## src/rtl/booth_divider.sv

```systemverilog
// Sequential unsigned restoring divider: WIDTH-bit quotient and remainder from a two-beat operand load.
// Latency: done pulses WIDTH+2 cycles after start is accepted (2 cycles for a zero divisor).
// No backpressure: start is sampled only in IDLE and ignored otherwise; results hold until the next start.
module booth_divider #(
    parameter int WIDTH = 16,
    parameter int CW    = 5
) (
    input  logic             clk,
    input  logic             rst,
    input  logic             start,
    input  logic [WIDTH-1:0] Data_in,
    input  logic             rsel,
    output logic [WIDTH-1:0] Data_out,
    output logic             busy,
    output logic             done,
    output logic             dbz
);

    typedef enum logic [1:0] {
        IDLE   = 2'd0,
        LOAD_M = 2'd1,
        CALC   = 2'd2,
        FIN    = 2'd3
    } state_t;

    state_t           state;
    state_t           state_nxt;

    logic [WIDTH-1:0] q;        // dividend, shifted into the quotient
    logic [WIDTH:0]   a;        // partial remainder with sign bit
    logic [WIDTH-1:0] m;        // divisor
    logic [WIDTH-1:0] dvd;      // dividend shadow, read back as remainder on divide-by-zero
    logic [CW-1:0]    cnt;
    logic             dbz_r;

    logic [WIDTH:0]   t_a;      // upper half of {A,Q} shifted left by one
    logic [WIDTH:0]   diff;     // trial subtraction; bit WIDTH set means negative

    assign t_a  = {a[WIDTH-1:0], q[WIDTH-1]};
    assign diff = t_a - {1'b0, m};

    // State register.
    always_ff @(posedge clk or negedge rst) begin
        if (!rst) begin
            state <= IDLE;
        end else begin
            state <= state_nxt;
        end
    end

    // Next-state: zero divisor skips the iterations and goes straight to FIN.
    always_comb begin
        state_nxt = state;
        case (state)
            IDLE:    if (start) state_nxt = LOAD_M;
            LOAD_M:  state_nxt = (Data_in == '0) ? FIN : CALC;
            CALC:    if (cnt == CW'(1)) state_nxt = FIN;
            FIN:     state_nxt = IDLE;
            default: state_nxt = IDLE;
        endcase
    end

    // Datapath: operand capture, one restoring iteration per CALC cycle.
    always_ff @(posedge clk or negedge rst) begin
        if (!rst) begin
            q     <= '0;
            a     <= '0;
            m     <= '0;
            dvd   <= '0;
            cnt   <= '0;
            dbz_r <= 1'b0;
        end else begin
            case (state)
                IDLE: begin
                    if (start) begin
                        q     <= Data_in;
                        dvd   <= Data_in;
                        a     <= '0;
                        dbz_r <= 1'b0;
                    end
                end
                LOAD_M: begin
                    m   <= Data_in;
                    cnt <= CW'(WIDTH);
                    if (Data_in == '0) begin
                        // Saturated quotient; remainder reads back as the dividend in FIN.
                        dbz_r <= 1'b1;
                        q     <= '1;
                        a     <= {1'b0, dvd};
                    end
                end
                CALC: begin
                    a   <= diff[WIDTH] ? t_a : diff;
                    q   <= {q[WIDTH-2:0], ~diff[WIDTH]};
                    cnt <= cnt - CW'(1);
                end
                default: begin
                end
            endcase
        end
    end

    // Status and result mux are pure decodes of the registered state.
    always_comb begin
        busy     = (state == LOAD_M) || (state == CALC);
        done     = (state == FIN);
        dbz      = dbz_r;
        Data_out = rsel ? a[WIDTH-1:0] : q;
    end

endmodule

```

## config.mk

```make
export PLATFORM = sky130hd
export DESIGN_NAME = booth_divider
export DESIGN_NICKNAME = d
export VERILOG_FILES = /design/src/rtl/booth_divider.sv
export SDC_FILE = /design/constraint.sdc
export NUM_CORES = 1
export LEC_CHECK = 0
export CORE_ASPECT_RATIO = 1.4
export CORE_MARGIN = 2
export CORE_UTILIZATION = 55
export DETAILED_ROUTE_END_ITERATION = 6
export PLACE_DENSITY_LB_ADDON = 0.15
export REMOVE_ABC_BUFFERS = 1
export SYNTH_ARGS = -nofsm -noshare
export SYNTH_HDL_FRONTEND = slang
export SYNTH_SLANG_ARGS = --single-unit
export TNS_END_PERCENT = 100
```

## constraint.sdc

```tcl
create_clock -name clk -period 3.6 [get_ports clk]
set_clock_uncertainty 0.2 [all_clocks]
set_input_delay 0.72 -clock clk [delete_from_list [all_inputs] [get_ports clk]]
set_output_delay 0.72 -clock clk [all_outputs]
set_load 0.05 [all_outputs]
```

# Word level (Yosys, flattened, before mapping)

Index checks and enable logic that the tools add are counted.

Flip-flop bits (word level): 72
Latch bits: 0
Memory bits (writable): 0
Bits in read-only memories: 0
Bits of input ports: 20
Output and inout port bits: 19
Memories: 0

$add $sub $neg: 2
Multipliers: 0
Divide/modulo/power cells: 0
Magnitude comparators: 0
Equality and inequality tests: 7
Shift operators: 0
Mux-type cells: 16
Bitwise logic cells: 1
Reductions and logical operators: 10

Operators with widths:

| kind                  | count |
|---|---|
| $mux W16              | 6 |
| $pmux W16 S3          | 2 |
| $sub A17 B16 Y17      | 1 |
| $logic_not A16 Y1     | 1 |
| $pmux W5 S2           | 1 |
| $pmux W2 S4           | 1 |
| $ne A2 B2 Y1 const B  | 3 |
| $reduce_and A3 Y1     | 2 |
| $eq A5 B1 Y1 const B  | 1 |
| $sub A5 B1 Y5 const B | 1 |
| $eq A2 B2 Y1 const B  | 2 |
| $mux W2               | 2 |
| $reduce_and A2 Y1     | 2 |
| $reduce_bool A2 Y1    | 2 |
| $mux W1               | 3 |
| $reduce_bool A3 Y1    | 1 |
| $eq A2 B1 Y1 const B  | 1 |
| $logic_not A2 Y1      | 1 |
| $pmux W1 S2           | 1 |
| $logic_or A1 B1 Y1    | 1 |
| $not A1 Y1            | 1 |

# Longest topological paths before layout

Depth in word-level cells: 3
Mapped depth: 11
Gate-level depth less buffers: 10

# Worst setup path before layout

No wires, ideal clock.

Kind: input to output
Start: input port rsel
End: output port Data_out[15]
Arrival: 2.270 ns
Data required time: 2.680 ns
Setup slack: 0.410 ns
Stages: 3
Path through: clkbuf_1 clkbuf_1 o21ai_0

Cells in the longest elaborated chain, start to end: 1

Ends and longest elaborated chain:

| what               | line | source |
|---|---|---|
| start: declaration | 12   | `input logic rsel,` |
| $mux W16           | 108  | `Data_out = rsel ? a[WIDTH-1:0] : q;` |
| end: declaration   | 13   | `output logic [WIDTH-1:0] Data_out,` |

Every way passes these cells.

# Final worst setup path

Start: register q[15]
End: register a[0]

Cells in the longest elaborated chain, start to end: 3

Ends and longest elaborated chain:

| what                     | line | source |
|---|---|---|
| start: declaration       | 29   | `logic [WIDTH-1:0] q;` |
| start signal: assignment | 76   | `q <= Data_in;` |
| start signal: assignment | 94   | `q <= {q[WIDTH-2:0], ~diff[WIDTH]};` |
| $sub A17 B16 Y17         | 40   | `assign diff = t_a - {1'b0, m};` |
| $mux W16 *               | 93   | `a <= diff[WIDTH] ? t_a : diff;` |
| $pmux W16 S3 *           | 73   | `case (state)` |
| end signal: assignment   | 89   | `a <= {1'b0, dvd};` |
| end signal: assignment   | 93   |  |
| end: declaration         | 30   | `logic [WIDTH:0] a;` |

Mark *: on every way between the ends. The rest lies on a longest branch, timed or not.
A chain may end at the register's enable or synchronous reset.

==> impl_metrics.csv <==
group,metric,value,unit
status,outcome,"finished, final reports clean",
synthesis,synth_compound_area_share,23.1,%
synthesis,ys_top_cells_by_area,"dfrtp_1, mux2_2, a21oi_1",
sta,fin_ws,0.277,ns
synthesis,syn_area,0.00457,sq mm
synthesis,synthFlopType,"dfrtp_1",
clock_tree,numCtsBuffers,9,
sta,grt_setup_unrepaired,"false",
job,maxCapViolCount,0,
sta,max-slew-margin-rel,28.6,%
global_route,grt_pass1_vias,3949,
placed_design,place_congestion,0.856,
global_route,top_usage_layer,"met2",
clock_tree,tritoncts,"done",
clock_tree,cts_buffer_depth,2,
global_route,gr-usage-met3,4.62,%
routing,dr.first_iter.drc_count,271,
synthesis,avgSynthCellArea,8.76,sq um
floorplan,core,0.00810,sq mm
critical_path,reg2reg_slack,0.28,ns
clock_tree,ctsResizeCount,0,
worst_hold_path,min_path_type,"flop to flop",
sta,final_hold_viol_count,0,
critical_path,cp_max_fo,11,
critical_path,critical_path_arrival,3.33,ns
clock_tree,clockRootBuffer,"clkbuf_16",
routing,vias,3972,
synthesis,yosys_warnings,0,
floorplan,rows,39,
floorplan,dieArea,0.00907,sq mm
critical_path,critPathKind,"flop to flop",
synthesis,synth-simple-area-share,16.1,%
clock_tree,clk_latency,0.33,ns
finish,antenna_cells,0,
pwr,vdd.ir_drop.worst,0.739,mV
sta,worst_slew_pin_slew,1.07,ns
floorplan,dieWidth,81.1,microns
global_route,grtUsageTotal,28.4,%
routing,wl_per_cell,17.9,microns
synthesis,yosysTopAreaCell,"dfrtp_1",
floorplan,die_h,112,microns
sta,slew_viol_final,0,
synthesis,synth_edf_count,0,
pwr,p_per_area,997,mW/mm^2
synthesis,yosysTopAreaCellShare,39.4,%
synthesis,synth_fa_ha_area_share,6.46,%
sta,final.setup.tns,0,ns
finish,num-fill-cells,721,
synthesis,async_flop_share,100,%
routing,drt-total-wl,11.8,mm
clock_tree,ctsHoldBuffers,0,
routing,first_pass_iters,4,
synthesis,yosysUniqueCellTypes,58,
sta,fin_crit_sh,92.3,%
synthesis,ys_seq_area_share,39.4,%
finish,layout.nets,599,
critical_path,cp.required,3.61,ns
routing,via_per_inst,6.00,
global_route,grt_overflow,0,
sta,min_period,3.32,ns
placed_design,io_buffer_count,38,
placed_design,dpl.hpwl,8.70,mm
finish,syn_to_final_growth,15.9,%
routing,drc,0,
synthesis,muxShareOfSynthArea,8.10,%
global_route,antenna_found_initial,0,
routing,antenna_left,0,
finish,layout-drive-gt1-share,15.5,%
clock_tree,postCtsSetupRepairBufs,0,
global_route,grt_max_degree,73,
pwr,p_leak,2.31,nW
critical_path,startpoint_type,"flop",
synthesis,synth_xor_xnor_area_share,1.72,%
synthesis,yosys_register_bits,72,
critical_path,endpoint_kind,"flop",
global_route,gr-usage-met2,46.0,%
floorplan,ios,39,
placed_design,pre_cts_ws,0.259,ns
global_route,grt_pass1_wl,19.7,mm
sta,max_freq,301,MHz
global_route,grt_use_met1,37.5,%
clock_tree,clk_pin_slew,0.06,ns
clock_tree,htree_levels,3,
clock_tree,cts_sinks,72,
sta,finalSetupViolations,0,
synthesis,synth_top_family_by_area,"compound AO/OA/AOI/OAI gates",
synthesis,syn_inst,522,
floorplan,initial_core_util,56.5,%
[cell usage after synthesis, drive strengths merged, types with 2 or more instances]
master   count
a311o        7
xnor2        4
a41oi        2
inv         27
nor3b        2
a211o        3
nor4        11
nand2b       3
ha          22
or2          2
a211oi       7
dfrtp       72
nand4        4
o211ai      15
or4          2
o2111ai      3
a21oi       57
nor2        37
a21o         6
nor3         6
o21a         3
o21ai       56
mux2        32
and2         2
clkbuf      18
xor2         5
nand2       72
nor2b        3
nand3       10
buf         11
and3         3
[worst max-delay path, cell delays in order (launching register included)]
cell and delay [ns]:
dfrtp_1 0.37, inv_1 0.16, ha_1 0.21, inv_1 0.06, fa_1 0.44, a211oi_2 0.31, o211ai_2 0.17, a21o_1 0.25
a211oi_4 0.52, nor2_1 0.20, a211o_1 0.31
[cell families (layout without fill, tap and decap cells)]
| logic type | Yosys count | after routing |
|---|---|---|
| compound gates | 168 | 168 |
| xor+xnor | 9 | 9 |
| fa+ha+maj | 23 | 23 |
| buf+inv | 56 | 94 |
| flops | 72 | 72 |
| mux | 33 | 33 |
| simple gates | 161 | 161 |
[worst paths after layout]
kind                        from      end  depth (start not counted)
max                        q[15]     a[0]                         10
max reg2reg                q[15]     a[0]                         10
min                        q[15]    q[15]                          2
max in group asynchronous    rst  dvd[11]                          1
min reg2reg                q[15]    q[15]                          2
min in group asynchronous    rst   cnt[2]                          1
[final cells by class]
type	instances	area (sq um)	area share, %
tap	102	128	2.41
clock buffer	15	268	5.05
timing repair buffer	52	468	8.82
sequential	72	1800	34.0
multi-input combinational	394	2540	47.8
inverter	27	101	1.91
[power by group]
group          internal, mW  switching (mW)  total, mW  leakage (nW)
Combinational          1.17            1.95       3.12          1.28
Sequential             1.15           0.210       1.36         0.907
Clock                 0.501           0.313      0.814         0.130
[routing by layer]
metal	share of wire [%]	up-vias
met5	0	-
met4	2.5	0
li1	-	1939
met1	44	1918
met3	3.4	20
met2	50	95
[state kept, by name (all words and copies together) (netlist names)]
name   flops
a         16
cnt        5
dbz        1
dvd       16
m         16
q         16
state      2
[placed cells by master, fill, tap and decap left out, drive strengths merged, types with 5 or more instances in the layout]
master,n
a211oi,7
a21o,6
a21oi,57
a311o,7
buf,31
clkbuf,15
clkdlybuf4s50,21
dfrtp,72
ha,22
inv,27
mux2,32
nand2,72
nand3,10
nor2,37
nor3,6
nor4,11
o211ai,15
o21ai,56
xor2,5
[through the flow]
step | util, % | hold slack, ns | cell area, sq um | cells | power (mW)
floorplan | - | 0.224 | 4440 | 493 | 3.54
global placement | 62.2 | 0.266 | 5040 | 647 | 4.36
detailed placement | 62.2 | 0.293 | 5040 | 647 | 4.45
CTS | 65.5 | 0.305 | 5300 | 662 | 5.29
global route | 65.5 | 0.308 | 5300 | 662 | 5.70
finish | 65.5 | 0.302 | 5300 | 662 | 5.29
Note: power is estimated with default switching activity, not from simulation.
